===== config.mk =====
export PLATFORM = sky130hd
export DESIGN_NAME = kelvin_axi_rd_arbiter
export DESIGN_NICKNAME = d
export VERILOG_FILES = /design/src/rtl/kelvin_axi_rd_arbiter.sv
export SDC_FILE = /design/constraint.sdc
export NUM_CORES = 1
export LEC_CHECK = 0
export CORE_AREA = 2 2 223 225
export CTS_CLUSTER_DIAMETER = 40
export DETAILED_ROUTE_END_ITERATION = 8
export DIE_AREA = 0 0 225 227
export PLACE_DENSITY = 0.41
export SETUP_SLACK_MARGIN = 0.2
export SYNTH_ARGS = -nofsm -noshare
export SYNTH_HDL_FRONTEND = slang
export SYNTH_SLANG_ARGS = --single-unit
export TNS_END_PERCENT = 30

===== constraint.sdc =====
create_clock -name clk -period 1.85 [get_ports clk]
set_input_delay 0.555 -clock clk [delete_from_list [all_inputs] [get_ports clk]]
set_output_delay 0.555 -clock clk [all_outputs]
set_load 0.1 [all_outputs]

===== src/rtl/kelvin_axi_rd_arbiter.sv =====
// kelvin_axi_rd_arbiter
// Two internal read requesters share a single AXI4 read path (AR + R).
// AR requests are arbitrated round-robin into a one-entry registered stage,
// with the source index prepended to ARID. R beats are routed back by the
// RID MSB. Each source is limited to MAX_OUT bursts in flight; a source at
// its limit is blocked while the other source keeps going.

// Invariant checker: protocol and internal consistency checks, simulation only.
module kelvin_axi_rd_arbiter_chk #(
  parameter int CW      = 3,
  parameter int MAX_OUT = 4
) (
  input logic          clk,
  input logic          resetn,
  input logic [CW-1:0] cnt0,
  input logic [CW-1:0] cnt1,
  input logic          dec0,
  input logic          dec1,
  input logic          grant0,
  input logic          grant1
);

  // Check counters and grants once per cycle outside reset.
  always @(posedge clk) begin
    if (resetn) begin
      // A last beat for a source with nothing outstanding is a protocol error.
      assert (!(dec0 && (cnt0 == {CW{1'b0}})));
      assert (!(dec1 && (cnt1 == {CW{1'b0}})));
      // At most one source can win a given cycle.
      assert (!(grant0 && grant1));
      // The outstanding counters never exceed the configured limit.
      assert (int'(cnt0) <= MAX_OUT);
      assert (int'(cnt1) <= MAX_OUT);
    end
  end

endmodule

module kelvin_axi_rd_arbiter #(
  parameter int AWIDTH  = 32,
  parameter int DWIDTH  = 128,
  parameter int IDWIDTH = 6,
  parameter int MAX_OUT = 4
) (
  input  logic               clk,
  input  logic               resetn,

  // Source 0 AR channel
  input  logic               s0_arvalid,
  output logic               s0_arready,
  input  logic [IDWIDTH-2:0] s0_arid,
  input  logic [AWIDTH-1:0]  s0_araddr,
  input  logic [7:0]         s0_arlen,
  input  logic [2:0]         s0_arsize,
  input  logic [1:0]         s0_arburst,
  // Source 0 R channel
  output logic               s0_rvalid,
  input  logic               s0_rready,
  output logic [IDWIDTH-2:0] s0_rid,
  output logic [DWIDTH-1:0]  s0_rdata,
  output logic [1:0]         s0_rresp,
  output logic               s0_rlast,

  // Source 1 AR channel
  input  logic               s1_arvalid,
  output logic               s1_arready,
  input  logic [IDWIDTH-2:0] s1_arid,
  input  logic [AWIDTH-1:0]  s1_araddr,
  input  logic [7:0]         s1_arlen,
  input  logic [2:0]         s1_arsize,
  input  logic [1:0]         s1_arburst,
  // Source 1 R channel
  output logic               s1_rvalid,
  input  logic               s1_rready,
  output logic [IDWIDTH-2:0] s1_rid,
  output logic [DWIDTH-1:0]  s1_rdata,
  output logic [1:0]         s1_rresp,
  output logic               s1_rlast,

  // Master AR channel
  output logic               m_arvalid,
  input  logic               m_arready,
  output logic [IDWIDTH-1:0] m_arid,
  output logic [AWIDTH-1:0]  m_araddr,
  output logic [7:0]         m_arlen,
  output logic [2:0]         m_arsize,
  output logic [1:0]         m_arburst,
  // Master R channel
  input  logic               m_rvalid,
  output logic               m_rready,
  input  logic [IDWIDTH-1:0] m_rid,
  input  logic [DWIDTH-1:0]  m_rdata,
  input  logic [1:0]         m_rresp,
  input  logic               m_rlast
);

  // Counter must be able to hold the value MAX_OUT itself.
  localparam int            CW      = $clog2(MAX_OUT + 1);
  localparam logic [CW-1:0] CNT_MAX = CW'(MAX_OUT);

  // Saturating-at-zero up/down step for the outstanding-burst counters.
  // An increment and a decrement in the same cycle cancel out; a decrement
  // at zero (protocol error) leaves the counter at zero.
  function automatic logic [CW-1:0] cnt_next(
    input logic [CW-1:0] cnt,
    input logic          inc,
    input logic          dec
  );
    logic [CW-1:0] nxt;
    case ({inc, dec})
      2'b10:   nxt = cnt + CW'(1'b1);
      2'b01:   nxt = (cnt == {CW{1'b0}}) ? {CW{1'b0}} : cnt - CW'(1'b1);
      default: nxt = cnt;
    endcase
    return nxt;
  endfunction

  // Arbitration state
  logic          rr_ptr_r;   // source that wins the next tie
  logic [CW-1:0] cnt0_r;     // bursts accepted from src 0 and not yet finished
  logic [CW-1:0] cnt1_r;     // bursts accepted from src 1 and not yet finished

  // Combinational arbitration terms
  logic          can_load_s;
  logic          elig0_s;
  logic          elig1_s;
  logic          grant0_s;
  logic          grant1_s;
  logic          acc0_s;
  logic          acc1_s;

  // R routing terms
  logic          r_sel_s;
  logic          r_last_hs_s;
  logic          dec0_s;
  logic          dec1_s;

  // Stage accepts a new request when empty or when it drains this cycle.
  always_comb begin
    can_load_s = 1'b0;
    if (!m_arvalid || m_arready) begin
      can_load_s = 1'b1;
    end else begin
      can_load_s = 1'b0;
    end
  end

  // A source is eligible while it requests and is below its in-flight limit.
  always_comb begin
    elig0_s = s0_arvalid && (cnt0_r < CNT_MAX);
    elig1_s = s1_arvalid && (cnt1_r < CNT_MAX);
  end

  // Round-robin grant: the pointer only matters when both sources compete.
  always_comb begin
    grant0_s = 1'b0;
    grant1_s = 1'b0;
    if (resetn && can_load_s) begin
      if (elig0_s && elig1_s) begin
        if (rr_ptr_r) begin
          grant1_s = 1'b1;
        end else begin
          grant0_s = 1'b1;
        end
      end else if (elig0_s) begin
        grant0_s = 1'b1;
      end else if (elig1_s) begin
        grant1_s = 1'b1;
      end else begin
        grant0_s = 1'b0;
        grant1_s = 1'b0;
      end
    end else begin
      grant0_s = 1'b0;
      grant1_s = 1'b0;
    end
  end

  // Ready follows the grant directly so the source sees it in the same cycle.
  always_comb begin
    s0_arready = grant0_s;
    s1_arready = grant1_s;
    acc0_s     = s0_arvalid && grant0_s;
    acc1_s     = s1_arvalid && grant1_s;
  end

  // One-entry AR stage: load on accept, empty on handshake, otherwise hold.
  always_ff @(posedge clk or negedge resetn) begin
    if (!resetn) begin
      m_arvalid <= 1'b0;
      m_arid    <= {IDWIDTH{1'b0}};
      m_araddr  <= {AWIDTH{1'b0}};
      m_arlen   <= 8'h00;
      m_arsize  <= 3'b000;
      m_arburst <= 2'b00;
    end else if (acc0_s) begin
      m_arvalid <= 1'b1;
      m_arid    <= {1'b0, s0_arid};
      m_araddr  <= s0_araddr;
      m_arlen   <= s0_arlen;
      m_arsize  <= s0_arsize;
      m_arburst <= s0_arburst;
    end else if (acc1_s) begin
      m_arvalid <= 1'b1;
      m_arid    <= {1'b1, s1_arid};
      m_araddr  <= s1_araddr;
      m_arlen   <= s1_arlen;
      m_arsize  <= s1_arsize;
      m_arburst <= s1_arburst;
    end else if (m_arready) begin
      // Drained (or already empty); payload is left as is, only valid drops.
      m_arvalid <= 1'b0;
    end else begin
      m_arvalid <= m_arvalid;
    end
  end

  // Round-robin pointer hands priority to the source that did not just win.
  always_ff @(posedge clk or negedge resetn) begin
    if (!resetn) begin
      rr_ptr_r <= 1'b0;
    end else if (acc0_s) begin
      rr_ptr_r <= 1'b1;
    end else if (acc1_s) begin
      rr_ptr_r <= 1'b0;
    end else begin
      rr_ptr_r <= rr_ptr_r;
    end
  end

  // R routing: the RID MSB names the source that owns the beat.
  always_comb begin
    r_sel_s   = m_rid[IDWIDTH-1];
    s0_rvalid = m_rvalid && !r_sel_s;
    s1_rvalid = m_rvalid && r_sel_s;
    if (r_sel_s) begin
      m_rready = s1_rready;
    end else begin
      m_rready = s0_rready;
    end
  end

  // Beat payload is fanned out to both sources; only rvalid is steered.
  always_comb begin
    s0_rid   = m_rid[IDWIDTH-2:0];
    s1_rid   = m_rid[IDWIDTH-2:0];
    s0_rdata = m_rdata;
    s1_rdata = m_rdata;
    s0_rresp = m_rresp;
    s1_rresp = m_rresp;
    s0_rlast = m_rlast;
    s1_rlast = m_rlast;
  end

  // A completed last beat retires one outstanding burst of its source.
  always_comb begin
    r_last_hs_s = m_rvalid && m_rready && m_rlast;
    dec0_s      = r_last_hs_s && !r_sel_s;
    dec1_s      = r_last_hs_s && r_sel_s;
  end

  // Outstanding-burst counters: +1 on accept, -1 on completed last beat.
  always_ff @(posedge clk or negedge resetn) begin
    if (!resetn) begin
      cnt0_r <= {CW{1'b0}};
      cnt1_r <= {CW{1'b0}};
    end else begin
      cnt0_r <= cnt_next(cnt0_r, acc0_s, dec0_s);
      cnt1_r <= cnt_next(cnt1_r, acc1_s, dec1_s);
    end
  end

  kelvin_axi_rd_arbiter_chk #(
    .CW      (CW),
    .MAX_OUT (MAX_OUT)
  ) u_chk (
    .clk    (clk),
    .resetn (resetn),
    .cnt0   (cnt0_r),
    .cnt1   (cnt1_r),
    .dec0   (dec0_s),
    .dec1   (dec1_s),
    .grant0 (grant0_s),
    .grant1 (grant1_s)
  );

endmodule


After elaboration in Yosys (flattened, before gate mapping)
Index checks and enable logic that the tools add are counted.
Widths: inputs -> output; s select.
{ "totals": {"output_inout_bits": 329, "word_cells": 70, "inputBits": 245, "register_bits": 59} }
{ "op_classes": {"reduce_logical": 21, "n_addsub": 4, "eq_ne": 4, "mux": 30, "magnitude_cmp": 2} }
{ "ops": {"columns": ["cell", "count"], "rows": [
  ["$mux 32", 2],
  ["$mux 1", 16],
  ["$mux 8", 2],
  ["$logic_and 1x1->1", 12],
  ["$mux 3", 4],
  ["$mux 6", 2],
  ["$pmux 3 s2", 2],
  ["$add 3x1->3 const B", 2],
  ["$logic_not 3->1", 2],
  ["$lt 3x3->1 const B", 2],
  ["$reduce_bool 2->1", 3],
  ["$sub 3x1->3 const B", 2],
  ["$eq 2x1->1 const B", 2],
  ["$eq 2x2->1 const B", 2],
  ["$mux 2", 2],
  ["$reduce_bool 3->1", 1],
  ["$logic_not 1->1", 2],
  ["$logic_or 1x1->1", 1]
]} }

Depth between registers and ports, before layout
{ "logic_depth": {"ltp_word": 9, "depth_mapped": 9, "ltp_nobuf": 7} }

Worst setup path after synthesis
OpenSTA, ideal clock, no wires.
{ "synth_timing": {"path_type": "flip-flop to flip-flop", "start": "register m_arvalid", "end": "register cnt1_r[2]", "required_time_ns": 1.721, "stages_incl_launch_ff": 9, "period_less_slack_ns": 2.611, "setup_slack_ns": -0.761, "setup_time_ns": 0.129, "t_arrival_ns": 2.482, "path_cell_list": "dfrtp_1 > nand2b_1 > buf_4 > o2111a_2 > inv_4 > buf_6 > ha_1 > o21ai_0 > o21ai_0"} }
{ "synth_between": {"elab_chain_cells": 8, "elab_cells_between_ends": 10} }
{ "synth_rtl": {"columns": ["element", "line", "source"], "rows": [
  ["start, declared", "81", "output logic m_arvalid,"],
  ["start signal, assigned", "214", "m_arvalid <= m_arvalid;"],
  ["$logic_not 1->1 *", "141", "if (!m_arvalid || m_arready) begin"],
  ["$logic_or 1x1->1 *", "141", null],
  ["$mux 1 *", "141", null],
  ["$logic_and 1x1->1 *", "158", "if (resetn && can_load_s) begin"],
  ["$mux 1 *", "158", null],
  ["named net s1_arready", "66", "output logic s1_arready,"],
  ["$logic_and 1x1->1 *", "184", "acc1_s = s1_arvalid && grant1_s;"],
  ["$eq 2x1->1 or $eq 2x2->1 (tied branches)", "110", "case ({inc, dec})"],
  ["$pmux 3 s2 or $reduce_bool 2->1 (tied branches)", null, null],
  ["end signal, assigned", "266", "cnt1_r <= {CW{1'b0}};"],
  ["end signal, assigned", "269", "cnt1_r <= cnt_next(cnt1_r, acc1_s, dec1_s);"],
  ["end, declared", "121", "logic [CW-1:0] cnt1_r;"]
]} }
Mark *: on every way through the listed nets, which the timed path passes. The rest lies on a longest branch.
A chain may end at the register's enable or synchronous reset.

Worst setup path after layout
{ "layout_timing": {"start": "register cnt1_r[2]", "end": "output s0_arready"} }
{ "layout_between": {"elab_chain_cells": 5} }
{ "layout_rtl": {"columns": ["element", "line", "source"], "rows": [
  ["$lt 3x3->1", "151", "elig1_s = s1_arvalid && (cnt1_r < CNT_MAX);"],
  ["$logic_and 1x1->1", "151", null],
  ["$logic_and 1x1->1", "159", "if (elig0_s && elig1_s) begin"],
  ["$mux 1", "159", null],
  ["$mux 1", "158", null],
  ["end, declared", "50", "output logic s0_arready,"]
]} }
Every way passes these cells.

==> out/results.tsv <==
metric	value	unit
status	finished, violations left	
failing checks	setup timing	
worst slew pin tran	0.607	ns
Antenna Nets Post-Route	0	
TritonCTS buffer count	9	
flop-to-flop setup slack	0	ns
worst-path maximum fanout	3	
Final period util	1.10	
IO Port Bufs	168	
switching part of the total power	0.529	
critical path type	register to primary output	
pwr dens	1980	nW/um2
chip height	227	um
area leader, netlist	buf_4	
register area share after synthesis	0.271	
top cells by count, synth	274 x buf_4, 59 x dfrtp_1, 52 x nor3b_1	
FMAX	491	MHz
Final Worst Setup Slack	-0.187	ns
Synth Area per Inst	9.34	um2
count leader, synth	buf_4	
worst r2r dst	m_araddr[8]	
power share of the sequential group	0.190	
placed inst area	6480	um2
clock power share	0.125	
initial antenna violation count	2	
Detailed Place HPWL	20.5	mm
CP required	1.29	ns
final WL	27.5	mm
Core Box Area	48500	um2
fin util	0.149	
share of layout cells above drive strength 1	0.300	
RSZ-0062 raised after global routing	true	
vias per inst	3.49	
Design Area, Final	7220	um2
synth top area cells	buf_4 38%, dfrtp_1 27%, o221a_1 10%, nor3b_1 7.2%, nand4_1 5.9%	
vias in the first global route	4116	
synthesized net count	838	
number of enable flip-flop cells after synthesis	0	
Synth Cell Area	5450	um2
Final min period	2.04	ns
largest net degree at the start of global routing	102	
clk buf depth	2	
IR drop worst, VDD	539	uV
clk_lat worst skew	0.36	ns
I/O pin count	574	
Final Max Slew Viols	0	
Tot GR Track Use	0.104	
endpoint class of the critical path	primary output	
worst hold path class	input pin to asynchronous set/reset pin	
CTS tree	yes	
Remaining Overflow, GRT	0	
placed cell count	1088	
DR iter-0 viols	170	
Worst-path clk slew	0.06	ns
Multi-input gate area	1750	um2
Worst EP arrival	1.48	ns
DR vias	3939	
Startpoint Class	register	
combinational power share	0.685	
hold_ws	0.165	ns
reg2reg start	m_arvalid	
final std cells w/o fill	1128	
Initial Utilization	0.112	
drt pass-1 iters	4	
Synthesis Warnings	0	
gpl congestion	0.700	
H-tree Lvls	3	
root buffer cell	clkbuf_16	
Cells after Synth	583	
Sink Count	59	
full die area	51100	um2
synthesized flop and latch total	59	
Unique masters post-synth	28	
Slew HR	0.595	
leakage power	0.00263	uW
final net count	754	
FFs w/ async S/R, synth	1.00	
Main synth FF type	dfrtp_1	
sequential cell area	1480	um2
# setup viols final	2	
Die X	225	um
first-pass GRT wire length	36.3	mm
share of the synthesized area in the top cell type	0.378	
num rows	81	
max-cap viol count	0	
Area Growth Syn to Fin	32.5	%
clk_skew	0.00693	ns
DRC Markers	0	
fillcell total	5386	
final hold vios	0	
Internal Pwr Total	6730	uW
switching power	7550	uW
FF-to-FF path depth	9	
pre-CTS setup slack	-0.426	ns
drt wl/cell	24.4	um
[registers in the layout (all words and copies together) (netlist names)]
name and flops:
m_araddr 32, m_arid 6, rr_ptr_r 1, m_arburst 2, m_arsize 3, cnt1_r 3
cnt0_r 3, m_arvalid 1, m_arlen 8
[cell families after synthesis]
family	after synthesis	share of synthesized area
AO/OA/AOI/OAI	69	0.128
adder cells (fa/ha/maj)	10	0.0230
buffers and inverters	322	0.427
flip-flops	59	0.271
multiplexers	2	0.00368
AND/OR/NAND/NOR	121	0.148
[critical path, stage by stage (launching register included)]
cell and delay (ns):
dfrtp_1 0.40, nand3b_1 0.18, nand4_1 0.20, clkinvlp_4 0.16, buf_12 0.18
[metrics by stage]
stage	power, uW	setup TNS (ns)
3_5_place_dp	12200	-20.78
3_3_place_gp	12200	-19.78
2_1_floorplan	11000	-11.48
5_1_grt	14900	-1.45
6_report	14300	-0.351
4_1_cts	14300	-0.413
[cell usage in the layout, fill, tap and decap left out, types with 2 or more instances in the layout]
| cell | n |
|---|---|
| clkdlybuf4s50_1 | 100 |
| buf_12 | 66 |
| dfrtp_1 | 57 |
| nand4_1 | 51 |
| o221a_1 | 50 |
| nor3b_1 | 49 |
| buf_4 | 29 |
| clkbuf_16 | 11 |
| inv_1 | 9 |
| ha_1 | 8 |
| buf_6 | 7 |
| nor2_1 | 5 |
| a21o_1 | 4 |
| buf_16 | 4 |
| diode_2 | 3 |
| a211oi_2 | 3 |
| o21ai_1 | 3 |
| nor3b_2 | 3 |
| nor2b_4 | 2 |
| nand2b_4 | 2 |
| nand2_4 | 2 |
| nand2_1 | 2 |
| mux2i_1 | 2 |
| ha_4 | 2 |
| clkbuf_1 | 2 |
| clkbuf_8 | 2 |
| dlygate4sd2_1 | 2 |
| clkbuf_2 | 2 |
| buf_2 | 2 |
[worst max-delay path by stage]
stage               from    endpoint  slack, ns
2_1_floorplan  m_arvalid   cnt1_r[1]      -0.43
3_3_place_gp   m_arready   cnt0_r[2]      -0.46
3_5_place_dp   m_arready   cnt0_r[0]      -0.43
4_1_cts        m_arvalid  s0_arready      -0.22
5_1_grt        cnt1_r[2]  s0_arready      -0.25
6_report       cnt1_r[2]  s0_arready      -0.19
[layout make-up]
class	count	area share
antenna	3	0.00104
clock buffer	13	0.0361
clock inverter	2	0.00486
inverter	11	0.00798
multi-input combinational	202	0.243
sequential	59	0.205
tap	622	0.108
timing repair buffer	216	0.394
[power by group through the flow]
stage	clock, uW	combinational [uW]	sequential (uW)
after CTS	1870	9700	2720
after global routing	1920	10200	2800
after detailed placement	0	9450	2730
final	1790	9790	2710
after global placement	0	9440	2720
after floorplan	0	4430	6530
[routing by layer]
| metal | vias up | track usage | routed length, um |
|---|---|---|---|
| met5 | - | 0 | 0 |
| met4 | 0 | 0.0432 | 949 |
| met3 | 64 | 0.0909 | 5110 |
| met2 | 416 | 0.157 | 12500 |
| met1 | 1837 | 0.0996 | 8980 |
| li1 | 1622 | - | - |
[repair_timing]
action | in CTS | in global routing
setup buffers | 8 | 8
setup endpoints to repair | 64 | 61
resized for setup | 43 | 13
pin swaps | 18 | 14
gates cloned | 3 | 3
hold buffers | 0 | 0
(Power assumes the default switching activity.)
